===== config.mk =====
export PLATFORM = sky130hd
export DESIGN_NAME = mips_multicycle_ctrl
export DESIGN_NICKNAME = d
export VERILOG_FILES = /design/src/rtl/mips_multicycle_ctrl.sv
export SDC_FILE = /design/constraint.sdc
export NUM_CORES = 1
export LEC_CHECK = 0
export BUFFER_PORTS_ARGS = -buffer_cell sky130_fd_sc_hd__buf_2
export CORE_UTILIZATION = 45
export DETAILED_ROUTE_END_ITERATION = 6
export PLACE_DENSITY = 0.71
export SYNTH_ARGS = -nofsm -noshare
export SYNTH_HDL_FRONTEND = slang
export SYNTH_SLANG_ARGS = --single-unit

===== constraint.sdc =====
create_clock -name clk -period 4 [get_ports clk]
set_clock_uncertainty 0.2 [all_clocks]
set_input_delay 0.2 -clock clk [delete_from_list [all_inputs] [get_ports clk]]
set_output_delay 0.2 -clock clk [all_outputs]
set_load 0.05 [all_outputs]

===== src/rtl/mips_multicycle_ctrl.sv =====
`default_nettype none
// ============================================================================
// Module   : mips_multicycle_ctrl
// Purpose  : Multicycle MIPS control FSM with a retired-instruction counter.
// Revision : 1.0 - initial release
// ============================================================================
module mips_multicycle_ctrl #(
    parameter int CNT_W = 32
) (
    input  logic             clk,
    input  logic             reset,
    input  logic [5:0]       opcode,
    input  logic [5:0]       funct,
    input  logic             zero,
    output logic [3:0]       alu_control,
    output logic             alu_src_a,
    output logic [1:0]       alu_src_b,
    output logic             mem_read,
    output logic             mem_write,
    output logic             ir_write,
    output logic             reg_write,
    output logic             iord,
    output logic             reg_dst,
    output logic             mem_to_reg,
    output logic [1:0]       pc_src,
    output logic             pc_write_en,
    output logic             retired,
    output logic             illegal,
    output logic [CNT_W-1:0] instr_count
);

    localparam logic [3:0] c_FETCH  = 4'd0;
    localparam logic [3:0] c_DECODE = 4'd1;
    localparam logic [3:0] c_MEMADR = 4'd2;
    localparam logic [3:0] c_MEMRD  = 4'd3;
    localparam logic [3:0] c_MEMWB  = 4'd4;
    localparam logic [3:0] c_MEMWR  = 4'd5;
    localparam logic [3:0] c_EXEC   = 4'd6;
    localparam logic [3:0] c_ALUWB  = 4'd7;
    localparam logic [3:0] c_BRANCH = 4'd8;
    localparam logic [3:0] c_JUMP   = 4'd9;
    localparam logic [3:0] c_ADDIEX = 4'd10;
    localparam logic [3:0] c_ADDIWB = 4'd11;

    localparam logic [5:0] c_OP_LW   = 6'b100011;
    localparam logic [5:0] c_OP_SW   = 6'b101011;
    localparam logic [5:0] c_OP_R    = 6'b000000;
    localparam logic [5:0] c_OP_BEQ  = 6'b000100;
    localparam logic [5:0] c_OP_J    = 6'b000010;
    localparam logic [5:0] c_OP_ADDI = 6'b001000;

    localparam logic [3:0] c_ALU_AND = 4'b0000;
    localparam logic [3:0] c_ALU_OR  = 4'b0001;
    localparam logic [3:0] c_ALU_ADD = 4'b0010;
    localparam logic [3:0] c_ALU_SUB = 4'b0110;
    localparam logic [3:0] c_ALU_SLT = 4'b0111;

    logic [3:0]       r_state;
    logic [3:0]       w_next;
    logic             w_funct_ok;
    logic [3:0]       w_funct_alu;
    logic [CNT_W-1:0] r_count;

    always_comb begin
        w_funct_ok  = 1'b1;
        w_funct_alu = c_ALU_ADD;
        case (funct)
            6'b100000: w_funct_alu = c_ALU_ADD;
            6'b100010: w_funct_alu = c_ALU_SUB;
            6'b100100: w_funct_alu = c_ALU_AND;
            6'b100101: w_funct_alu = c_ALU_OR;
            6'b101010: w_funct_alu = c_ALU_SLT;
            default:   w_funct_ok  = 1'b0;
        endcase
    end

    always_ff @(posedge clk) begin
        if (reset) begin
            r_state <= c_FETCH;
        end else begin
            r_state <= w_next;
        end
    end

    always_comb begin
        w_next = c_FETCH;
        case (r_state)
            c_FETCH: w_next = c_DECODE;
            c_DECODE: begin
                case (opcode)
                    c_OP_LW, c_OP_SW: w_next = c_MEMADR;
                    c_OP_R:           w_next = c_EXEC;
                    c_OP_BEQ:         w_next = c_BRANCH;
                    c_OP_J:           w_next = c_JUMP;
                    c_OP_ADDI:        w_next = c_ADDIEX;
                    default:          w_next = c_FETCH;
                endcase
            end
            // opcode is held by the IR, so it still distinguishes lw from sw here
            c_MEMADR: w_next = (opcode == c_OP_LW) ? c_MEMRD : c_MEMWR;
            c_MEMRD:  w_next = c_MEMWB;
            c_EXEC:   w_next = w_funct_ok ? c_ALUWB : c_FETCH;
            c_ADDIEX: w_next = c_ADDIWB;
            default:  w_next = c_FETCH;
        endcase
    end

    always_comb begin
        alu_control = c_ALU_ADD;
        alu_src_a   = 1'b0;
        alu_src_b   = 2'b00;
        mem_read    = 1'b0;
        mem_write   = 1'b0;
        ir_write    = 1'b0;
        reg_write   = 1'b0;
        iord        = 1'b0;
        reg_dst     = 1'b0;
        mem_to_reg  = 1'b0;
        pc_src      = 2'b00;
        pc_write_en = 1'b0;
        retired     = 1'b0;
        illegal     = 1'b0;
        if (!reset) begin
            case (r_state)
                c_FETCH: begin
                    mem_read    = 1'b1;
                    ir_write    = 1'b1;
                    alu_src_b   = 2'b01;
                    pc_write_en = 1'b1;
                end
                c_DECODE: begin
                    alu_src_b = 2'b11;
                    case (opcode)
                        c_OP_LW, c_OP_SW, c_OP_R, c_OP_BEQ, c_OP_J, c_OP_ADDI: illegal = 1'b0;
                        default: illegal = 1'b1;
                    endcase
                end
                c_MEMADR, c_ADDIEX: begin
                    alu_src_a = 1'b1;
                    alu_src_b = 2'b10;
                end
                c_MEMRD: begin
                    mem_read = 1'b1;
                    iord     = 1'b1;
                end
                c_MEMWR: begin
                    mem_write = 1'b1;
                    iord      = 1'b1;
                    retired   = 1'b1;
                end
                c_MEMWB: begin
                    reg_write  = 1'b1;
                    mem_to_reg = 1'b1;
                    retired    = 1'b1;
                end
                c_EXEC: begin
                    alu_src_a   = 1'b1;
                    alu_control = w_funct_alu;
                    illegal     = ~w_funct_ok;
                end
                c_ALUWB: begin
                    reg_write = 1'b1;
                    reg_dst   = 1'b1;
                    retired   = 1'b1;
                end
                c_ADDIWB: begin
                    reg_write = 1'b1;
                    retired   = 1'b1;
                end
                c_BRANCH: begin
                    alu_src_a   = 1'b1;
                    alu_control = c_ALU_SUB;
                    pc_src      = 2'b01;
                    pc_write_en = zero;
                    retired     = 1'b1;
                end
                c_JUMP: begin
                    pc_src      = 2'b10;
                    pc_write_en = 1'b1;
                    retired     = 1'b1;
                end
                default: begin
                    alu_control = c_ALU_ADD;
                end
            endcase
        end
    end

    always_ff @(posedge clk) begin
        if (reset) begin
            r_count <= '0;
        end else begin
            r_count <= r_count + {{(CNT_W-1){1'b0}}, retired};
        end
    end

    assign instr_count = r_count;

endmodule
`default_nettype wire


== Word level (Yosys, flattened, before mapping) ==
Cells that the tools add are included.

* $add $sub $neg: 1
* Multipliers: 0
* Divide/modulo/power cells: 0
* Magnitude comparators: 0
* Equality and inequality tests: 21
* Shift-type cells: 0
* Muxes and demuxes: 35
* Bitwise gates (word level): 1
* Reduce and logical (&&, ||, !) cells: 12

{| class="wikitable"
|+ Operators with widths
! kind !! number
|-
| == test 6 bit (second input constant) || 7
|-
| adder 32 x 1 -> 32 bit || 1
|-
| case mux 4 bit (6 select lines) || 1
|-
| two-way mux 1 bit || 22
|-
| case mux 4 bit (5 select lines) || 1
|-
| == test 4 x 3 -> 1 bit (second input constant) || 4
|-
| == test 4 bit (second input constant) || 4
|-
| case mux 3 bit (4 select lines) || 1
|-
| OR reduction 6 bit || 2
|-
| OR reduction 2 bit || 5
|-
| == test 4 x 2 -> 1 bit (second input constant) || 2
|-
| case mux 4 bit (2 select lines) || 1
|-
| == test 6 x 2 -> 1 bit (second input constant) || 1
|-
| == test 6 x 3 -> 1 bit (second input constant) || 1
|-
| == test 6 x 4 -> 1 bit (second input constant) || 1
|-
| zero test 6 bit || 1
|-
| two-way mux 3 bit || 2
|-
| case mux 2 bit (3 select lines) || 1
|-
| OR reduction 5 bit || 1
|-
| == test 4 x 1 -> 1 bit (second input constant) || 1
|-
| zero test 4 bit || 1
|-
| two-way mux 2 bit || 2
|-
| two-way mux 4 bit || 1
|-
| case mux 1 bit (2 select lines) || 2
|-
| 4 further kinds || 4
|}

* Bits in registers: 36
* Latch bits: 0
* Bits in writable memories: 0
* Bits in read-only memories: 0
* Output and inout port bits: 51
* Word-level logic and storage cells: 72
* Memories kept: 0

== Longest topological paths before layout ==
Gate-level depths: netlist (run 1).

* Depth after elaboration: 6
* Gate-level depth with buffers: 10
* Depth with buffers taken out: 9

== Worst setup path after synthesis (run 1) ==
No wires, ideal clock.

* Path kind: input to register
* Start: in reset
* End: reg r_count[20], in the netlist instr_count[20]
* Setup time: 0.123 ns
* Arrival time: 3.374 ns
* Data required time: 3.677 ns
* Slack: 0.303 ns
* Cell stages on the path: 10
* Buffers on the path: 3
* Path through: clkbuf_1 clkbuf_1 nor3_1 ha_1 ha_1 and3_1 buf_2 nand4_4 nor3_1 mux2_1

* Cells in the longest elaborated chain, start to end: 2

{| class="wikitable"
|+ RTL lines
! item !! RTL line !! source
|-
| start: declaration || 11 || <nowiki>input logic reset,</nowiki>
|-
| two-way mux 1 bit || 123 || <nowiki>if (!reset) begin</nowiki>
|-
| via retired || 27 || <nowiki>output logic retired,</nowiki>
|-
| adder 32 x 1 -> 32 bit || 193 || <nowiki>r_count <= r_count + {{(CNT_W-1){1'b0}}, retired};</nowiki>
|-
| end signal: assignment || 193 ||
|-
| end: declaration || 62 || <nowiki>logic [CNT_W-1:0] r_count;</nowiki>
|}

The timed path passes the listed nets, and every way through them passes these cells.
A chain may end at the register's enable or synchronous reset.

== Worst setup path in the final report (run 1) ==
* Start: reg r_state[3]
* End: reg r_count[30], in the netlist instr_count[30]

* Cells in the longest elaborated chain, start to end: 5
* Elaborated cells on any way between the ends: 10

{| class="wikitable"
|+ RTL lines
! item !! RTL line !! source
|-
| start: declaration || 58 || <nowiki>logic [3:0] r_state;</nowiki>
|-
| start signal: assignment || 79 || <nowiki>r_state <= c_FETCH;</nowiki>
|-
| start signal: assignment || 81 || <nowiki>r_state <= w_next;</nowiki>
|-
| == test 4 bit / == test 4 x 3 -> 1 bit (equally long branches) || 124 || <nowiki>case (r_state)</nowiki>
|-
| OR reduction 6 bit (no source line) * || - ||
|-
| two-way mux 1 bit * || 124 ||
|-
| two-way mux 1 bit * || 123 ||
|-
| adder 32 x 1 -> 32 bit * || 193 ||
|}

Mark *: on every way between the ends. The rest lies on a longest branch, timed or not.

==> run_results.csv, run 1 <==
group,metric,value,unit
power,p_leak,1.13,nW
drt,routed_wl,4730,um
clock_network,clk_pin_slew_worst_paths,0.07,ns
logic_synthesis,synth_edf_count,0,
sta,tightestPinTransition,0.531,ns
job,cap_violations,0,
logic_synthesis,synth_area,2170,um^2
sta,fin_crit,3.07,ns
sta,finalHoldViolations,0,
placement,gp_congestion,0.896,
drt,routed_via_density,5.44,
drt,drtPass1Iterations,4,
setup_path,r2r.worst_path.cells,8,
power,p_per_area,286,nW/um^2
clock_network,cts_root_buf,"clkbuf_8",
placement,place_area,2480,um^2
global_route,gr-usage-all-layers,0.191,
drt,drc_errors,0,
drt,antenna_left,0,
die,ioPinCount,66,
clock_network,cts_tree,"yes",
run_status,status,"finished clean",
setup_path,setup.worst_path.class,"flip-flop to flip-flop",
finish,area_growth,19.1,%
global_route,overflow,0,
die,die_area,5110,um^2
clock_network,cts_max_path_buffers,2,
die,die_h,71.5,um
setup_path,arrival,3.03,ns
sta,setup_viol,0,
setup_path,cpPeakStageDelay,0.66,ns
global_route,top_usage_layer,"met2",
sta,rsz0062_at_grt,"false",
global_route,antenna_found_initial,0,
sta,worst_slack,0.934,ns
clock_network,cts_hold_buf,0,
drt,drtIter0Drc,120,
placement,dp_worst_setup_slack,0.944,ns
logic_synthesis,ys_async_sr_fraction,0,
logic_synthesis,synth_warnings,0,
die,num_rows,24,
sta,final-max-slew-violation-count,0,
finish,fin_nets,343,
setup_path,cp_max_fo,18,
setup_path,crit_buf_inv,0,
logic_synthesis,synth_flop_cell,"dfxtp_1",
global_route,grt_pass1_vias,1839,
logic_synthesis,synth_seq_area_share,0.332,
clock_network,cts_buffers,5,
setup_path,crit_chain,"xnor2_1 -> nor3_1 -> ha_1 -> ha_1 -> and3_1 -> nand4_4 -> nor3_1 -> mux2_1",
finish,layout-drive-gt1-share,0.254,
logic_synthesis,syn_inst,269,
clock_network,h-tree-depth,2,
global_route,grt_pass1_wl,8050,um
sta,setup_tns,0,ns
setup_path,r2r_setup_slack,0.93,ns
finish,num_antenna_cells,0,
sta,max-slew-margin-rel,0.646,
sta,fmax,326,MHz
finish,fillCellCount,444,
finish,seq_area,721,um^2
global_route,use_met1,0.257,
die,initial_core_util,0.482,
drt,avgRoutedWirePerCell,12.5,um
global_route,use_met2,0.314,
die,die_w,71.5,um
clock_network,cts_setup_buffers,0,
drt,vias,2063,
setup_path,required,3.97,ns
setup_path,cp_num_cells,8,
sta,min_period_over_period,0.766,
logic_synthesis,synth_cell_types,48,
hold_path,min_path_cells,4,
logic_synthesis,synthesis.nets,286,
global_route,gr-usage-met3,0.0380,
placement,portBuffers,64,
clock_network,clk_latency,0.28,ns
logic_synthesis,yosys_register_bits,36,
setup_path,path_delay_family,"simple AND/OR/NAND/NOR gates",
logic_synthesis,syn_avg_cell_area,8.08,um^2
finish,multi_input_area,1340,um^2
die,coreArea,4500,um^2
placement,dp_hpwl,3460,um
clock_network,cts_resized,0,
hold_path,hold_class,"input pin to flip-flop",
setup_path,end_kind,"flip-flop",
finish,fin_area,2590,um^2
power,ir_drop,0.125,mV
setup_path,critPathLaunchType,"flip-flop",
clock_network,clock-sinks,36,
global_route,grt_max_degree,55,
setup_path,slowest_stage,"dfxtp_1",
[through the flow]
| stage | total power [mW] | hold WS [ns] | instances | util |
|---|---|---|---|---|
| floorplan | 0.421 | 0.210 | 269 | - |
| global placement | 0.438 | 0.285 | 371 | 0.550 |
| detailed placement | 0.438 | 0.296 | 371 | 0.550 |
| CTS | 0.748 | 0.0982 | 379 | 0.575 |
| global route | 0.771 | 0.116 | 379 | 0.575 |
| finish | 0.741 | 0.103 | 379 | 0.575 |
[worst paths after layout]
| check | from | end |
|---|---|---|
| max | r_state[3]$_SDFF_PP0_ | instr_count[30]$_SDFF_PP0_ |
| min reg2reg | instr_count[16]$_SDFF_PP0_ | instr_count[16]$_SDFF_PP0_ |
| max reg2reg | r_state[3]$_SDFF_PP0_ | instr_count[30]$_SDFF_PP0_ |
| min | opcode[4] | r_state[1]$_SDFF_PP0_ |
[per-layer routing]
metal | part of all wire | wire length, um | vias to the layer above
li1 | - | - | 1066
met1 | 0.50 | 2340 | 951
met2 | 0.47 | 2200 | 40
met3 | 0.029 | 138 | 6
met4 | 0.0093 | 44 | 0
met5 | 0 | 0 | -
[registers in the layout, summed over array words and instances, names as in the netlist]
register / count
r_state: 4
instr_count: 32
[logic make-up (layout without fill, tap and decap cells)]
family	Yosys count	in the layout	synth area share
flops	36	36	0.332
other cells	1	1	0.00173
compound gates	28	28	0.0789
mux	13	13	0.0668
fa+ha+maj	2	2	0.0115
simple gates	151	151	0.392
xor+xnor	16	16	0.0645
buf+inv	22	80	0.0530
[cells in the mapped netlist, types with 3 or more instances]
cell,count,area (um^2)
nor4_1,5,31.3
clkbuf_1,6,22.5
nand3_1,14,70.1
and4_1,4,35.0
buf_2,3,15.0
nor3_1,20,100
mux2_1,12,135
and3_1,5,31.3
xnor2_1,6,52.6
nor2b_1,13,81.3
xor2_1,10,87.6
nand2_1,14,52.6
nor3b_1,4,30.0
inv_1,7,26.3
nand4_4,3,63.8
or3_1,6,37.5
dfxtp_1,36,721
nor4_2,3,37.5
a21oi_1,8,40.0
nor2_1,42,158
nand4_1,6,37.5
o21ai_0,8,40.0
nand2b_1,4,25.0
[worst reg2reg max path: stages, from the launching register on]
cell and delay (ns):
dfxtp_1 0.66, xnor2_1 0.14, nor3_1 0.35, ha_1 0.29
ha_1 0.21, and3_1 0.34, nand4_4 0.21, nor3_1 0.22
mux2_1 0.34
[power breakdown]
part | internal, mW | total, mW | leakage, nW | switching, mW
sequential | 0.359 | 0.363 | 0.290 | 0.00394
combinational | 0.0205 | 0.0670 | 0.786 | 0.0465
clock | 0.184 | 0.311 | 0.0541 | 0.127
total | 0.564 | 0.741 | 1.13 | 0.177
[area by class of cell]
type,instances,share of cell area
Multi-Input combinational cell,211,0.517
Sequential cell,36,0.278
Timing Repair Buffer,65,0.127
Clock buffer,5,0.0266
Tap cell,52,0.0251
Clock inverter,3,0.0164
Inverter,7,0.0101
[cells in the final DEF, fill, tap and decap left out, types with 3 or more instances in the layout]
| cell type | Yosys | final |
|---|---|---|
| buf_2 | 3 | 64 |
| nor4_2 | 3 | 3 |
| clkbuf_8 | 1 | 5 |
| inv_1 | 7 | 7 |
| nand2b_1 | 4 | 4 |
| xor2_1 | 10 | 10 |
| a21oi_1 | 8 | 8 |
| and4_1 | 4 | 4 |
| nor4_1 | 5 | 5 |
| nand3_1 | 14 | 14 |
| o21ai_0 | 8 | 8 |
| dfxtp_1 | 36 | 36 |
| xnor2_1 | 6 | 6 |
| nand2_1 | 14 | 14 |
| nand4_4 | 3 | 3 |
| nand4_1 | 6 | 6 |
| nor2b_1 | 13 | 13 |
| nor2_1 | 42 | 42 |
| or3_1 | 6 | 6 |
| and3_1 | 5 | 5 |
| mux2_1 | 12 | 12 |
| nor3b_1 | 4 | 4 |
| nor3_1 | 20 | 20 |
Power figures use the tool's default switching activity.
==> run 2: changes to the inputs <==
--- a/config.mk
+++ b/config.mk
@@ -5,6 +5,7 @@
 export SDC_FILE = /design/constraint.sdc
 export NUM_CORES = 1
 export LEC_CHECK = 0
+export ABC_AREA = 1
 export BUFFER_PORTS_ARGS = -buffer_cell sky130_fd_sc_hd__buf_2
 export CORE_UTILIZATION = 45
 export DETAILED_ROUTE_END_ITERATION = 6
==> constraint.sdc (replaced) <==
create_clock -name clk -period 3.2 [get_ports clk]
set_clock_uncertainty 0.2 [all_clocks]
set_input_delay 0.16 -clock clk [delete_from_list [all_inputs] [get_ports clk]]
set_output_delay 0.16 -clock clk [all_outputs]
set_load 0.05 [all_outputs]
==> run 2 against run 1 <==
- synthesized cell count rose by 38%
- global-route usage rose by 4.2 points
- die area rose by 4.6%
- routed wire length rose by 22%
- clock-buffer cell count rose by 1
- cell count rose by 34%
- largest cell class unchanged
- highest routed layer unchanged
==> run_results.csv, run 2 <==
group,metric,value,unit
placement,portBuffers,64,
global_route,overflow,0,
drt,routed_wl,5790,um
clock_network,clk_pin_slew_worst_paths,0.07,ns
logic_synthesis,synth_xor_area_frac,0.0423,
logic_synthesis,synth_common_cells,"105 x nand2_1, 78 x nor2_1, 41 x inv_1",
logic_synthesis,yosys-top-cells-area,"dfxtp_1 32%, nand2_1 17%, nor2_1 13%",
logic_synthesis,synthSimpleGateAreaFrac,0.460,
logic_synthesis,synth_adder_area_share,0.0110,
global_route,grt_max_degree,34,
setup_path,setup.worst_path.class,"input pin to flip-flop",
die,die_h,73.1,um
clock_network,clk_latency,0.30,ns
logic_synthesis,syn_avg_cell_area,6.12,um^2
setup_path,arrival,2.45,ns
logic_synthesis,synth_cell_types,28,
clock_network,h-tree-depth,2,
logic_synthesis,synth_seq_area_share,0.317,
job,cap_violations,0,
power,p_per_area,317,nW/um^2
drt,antenna_left,0,
power,p_total,0.873,mW
setup_path,end_kind,"flip-flop",
clock_network,cts_tree,"yes",
logic_synthesis,synthesis.nets,389,
logic_synthesis,synth_flop_cell,"dfxtp_1",
logic_synthesis,synth_warnings,0,
run_status,status,"finished clean",
placement,gp_congestion,0.879,
sta,final-max-slew-violation-count,0,
power,p_leak,1.19,nW
drt,drtPass1Iterations,5,
setup_path,cp_max_fo,11,
finish,largest_register_ffs,32,
power,ir_drop,0.147,mV
finish,num_antenna_cells,0,
clock_network,cts_max_path_buffers,2,
die,die_area,5350,um^2
drt,drc_errors,0,
sta,setup_tns,0,ns
finish,fillCellCount,499,
finish,final_common_cell,"nand2_1",
logic_synthesis,synth_compound_area_frac,0.0808,
finish,area_growth,20.9,%
logic_synthesis,yosysMostFrequentCell,"nand2_1",
die,num_rows,25,
global_route,antenna_found_initial,0,
finish,fin_nets,456,
sta,fmax,408,MHz
sta,min_period_over_period,0.766,
clock_network,cts_root_buf,"clkbuf_8",
logic_synthesis,synth_top_cell_area_share,0.317,
clock_network,cts_setup_buffers,0,
finish,layout-drive-gt1-share,0.207,
global_route,grt_pass1_wl,9640,um
sta,fin_crit,2.45,ns
die,coreArea,4790,um^2
logic_synthesis,yosys_register_bits,36,
global_route,gr-usage-all-layers,0.233,
logic_synthesis,syn_inst,372,
sta,rsz0062_at_grt,"false",
logic_synthesis,synth_top_cell_by_area,"dfxtp_1",
finish,mostFrequentLayoutCells,"105 x nand2_1, 78 x nor2_1, 64 x buf_2",
logic_synthesis,synth_area,2280,um^2
global_route,grt_pass1_vias,2163,
clock_network,cts_buffers,5,
drt,vias,2503,
die,initial_core_util,0.476,
drt,avgRoutedWirePerCell,11.4,um
sta,finalHoldViolations,0,
setup_path,required,3.20,ns
setup_path,critPathLaunchType,"input pin",
logic_synthesis,ys_async_sr_fraction,0,
sta,setup_viol,0,
placement,dp_hpwl,4630,um
logic_synthesis,synth_edf_count,0,
hold_path,hold_class,"input pin to flip-flop",
die,ioPinCount,66,
logic_synthesis,synth_top_family_by_area,"simple AND/OR/NAND/NOR gates",
drt,drtIter0Drc,134,
drt,routed_via_density,4.94,
logic_synthesis,muxShareOfSynthArea,0,
die,die_w,73.1,um
clock_network,clock-sinks,36,
==> run 2: layer usage <==
layer,vias up,share of wire,routed length (um),global-route usage
met1,1123,0.47,2700,0.308
met5,-,0,0,0
li1,1299,-,-,-
met3,7,0.055,319,0.0401
met4,0,0.016,93,0.0980
met2,74,0.46,2680,0.374
==> run 2: area by class of cell <==
class,count,area (um^2),area share
Clock buffer,6,82.6,0.0300
Clock inverter,2,10.0,0.00364
Inverter,43,161,0.0587
Multi-Input combinational cell,287,1360,0.492
Sequential cell,36,721,0.262
Tap cell,67,83.8,0.0305
Timing Repair Buffer,66,338,0.123
==> run 2: kinds of logic (layout without fill, tap and decap cells) <==
kind of cell | count (synthesis) | count (layout)
and+or+nand+nor | 237 | 237
buffers and inverters | 49 | 117
AOI/OAI and AO/OA | 36 | 36
DFF | 36 | 36
xor gates and xnor gates | 11 | 11
adders and majority gates | 2 | 2
other | 1 | 1
==> run 2: where the power goes <==
group,switching [mW],internal (mW)
sequential,0.00146,0.449
clock,0.167,0.172
combinational,0.0618,0.0222
==> run 2: stage by stage <==
stage                     setup slack, ns   util  hold WS (ns)  cell area (um^2)  instances
final                               0.749  0.575        0.0983              2750        507
after global routing                0.543  0.575         0.154              2750        507
after CTS                           0.752  0.575        0.0994              2750        507
after detailed placement            0.859  0.553         0.268              2650        498
after global placement              0.937  0.553         0.259              2650        498
after floorplan                     0.323      -         0.231              2280        372
==> run 2: critical path, stage by stage <==
cell and delay [ns]:
dlygate4sd3_1 0.53, buf_2 0.20, a21oi_1 0.14, inv_1 0.07, nor2_1 0.12, ha_1 0.20
ha_1 0.22, nand3_2 0.17, nor2_4 0.25, nand3_2 0.14, nor2_2 0.11, nand2_1 0.05
nand2_1 0.05, nor2_1 0.04
==> run 2: path summary, 6_finish.rpt <==
check | start | endpoint | cells past startpoint | slack (ns)
hold / removal | funct[3] | r_state[2]$_SDFF_PP0_ | 4 | 0.1
setup reg to reg | r_state[2]$_SDFF_PP0_ | instr_count[20]$_SDFF_PP0_ | 14 | 0.83
hold reg to reg | instr_count[31]$_SDFF_PP0_ | instr_count[31]$_SDFF_PP0_ | 2 | 0.28
setup / recovery | reset | instr_count[20]$_SDFF_PP0_ | 14 | 0.75
==> run 2: repair_timing <==
item,4_1_cts,5_1_grt
hold endpoints to repair,6,0
resized for setup,0,0
hold buffers,1,0
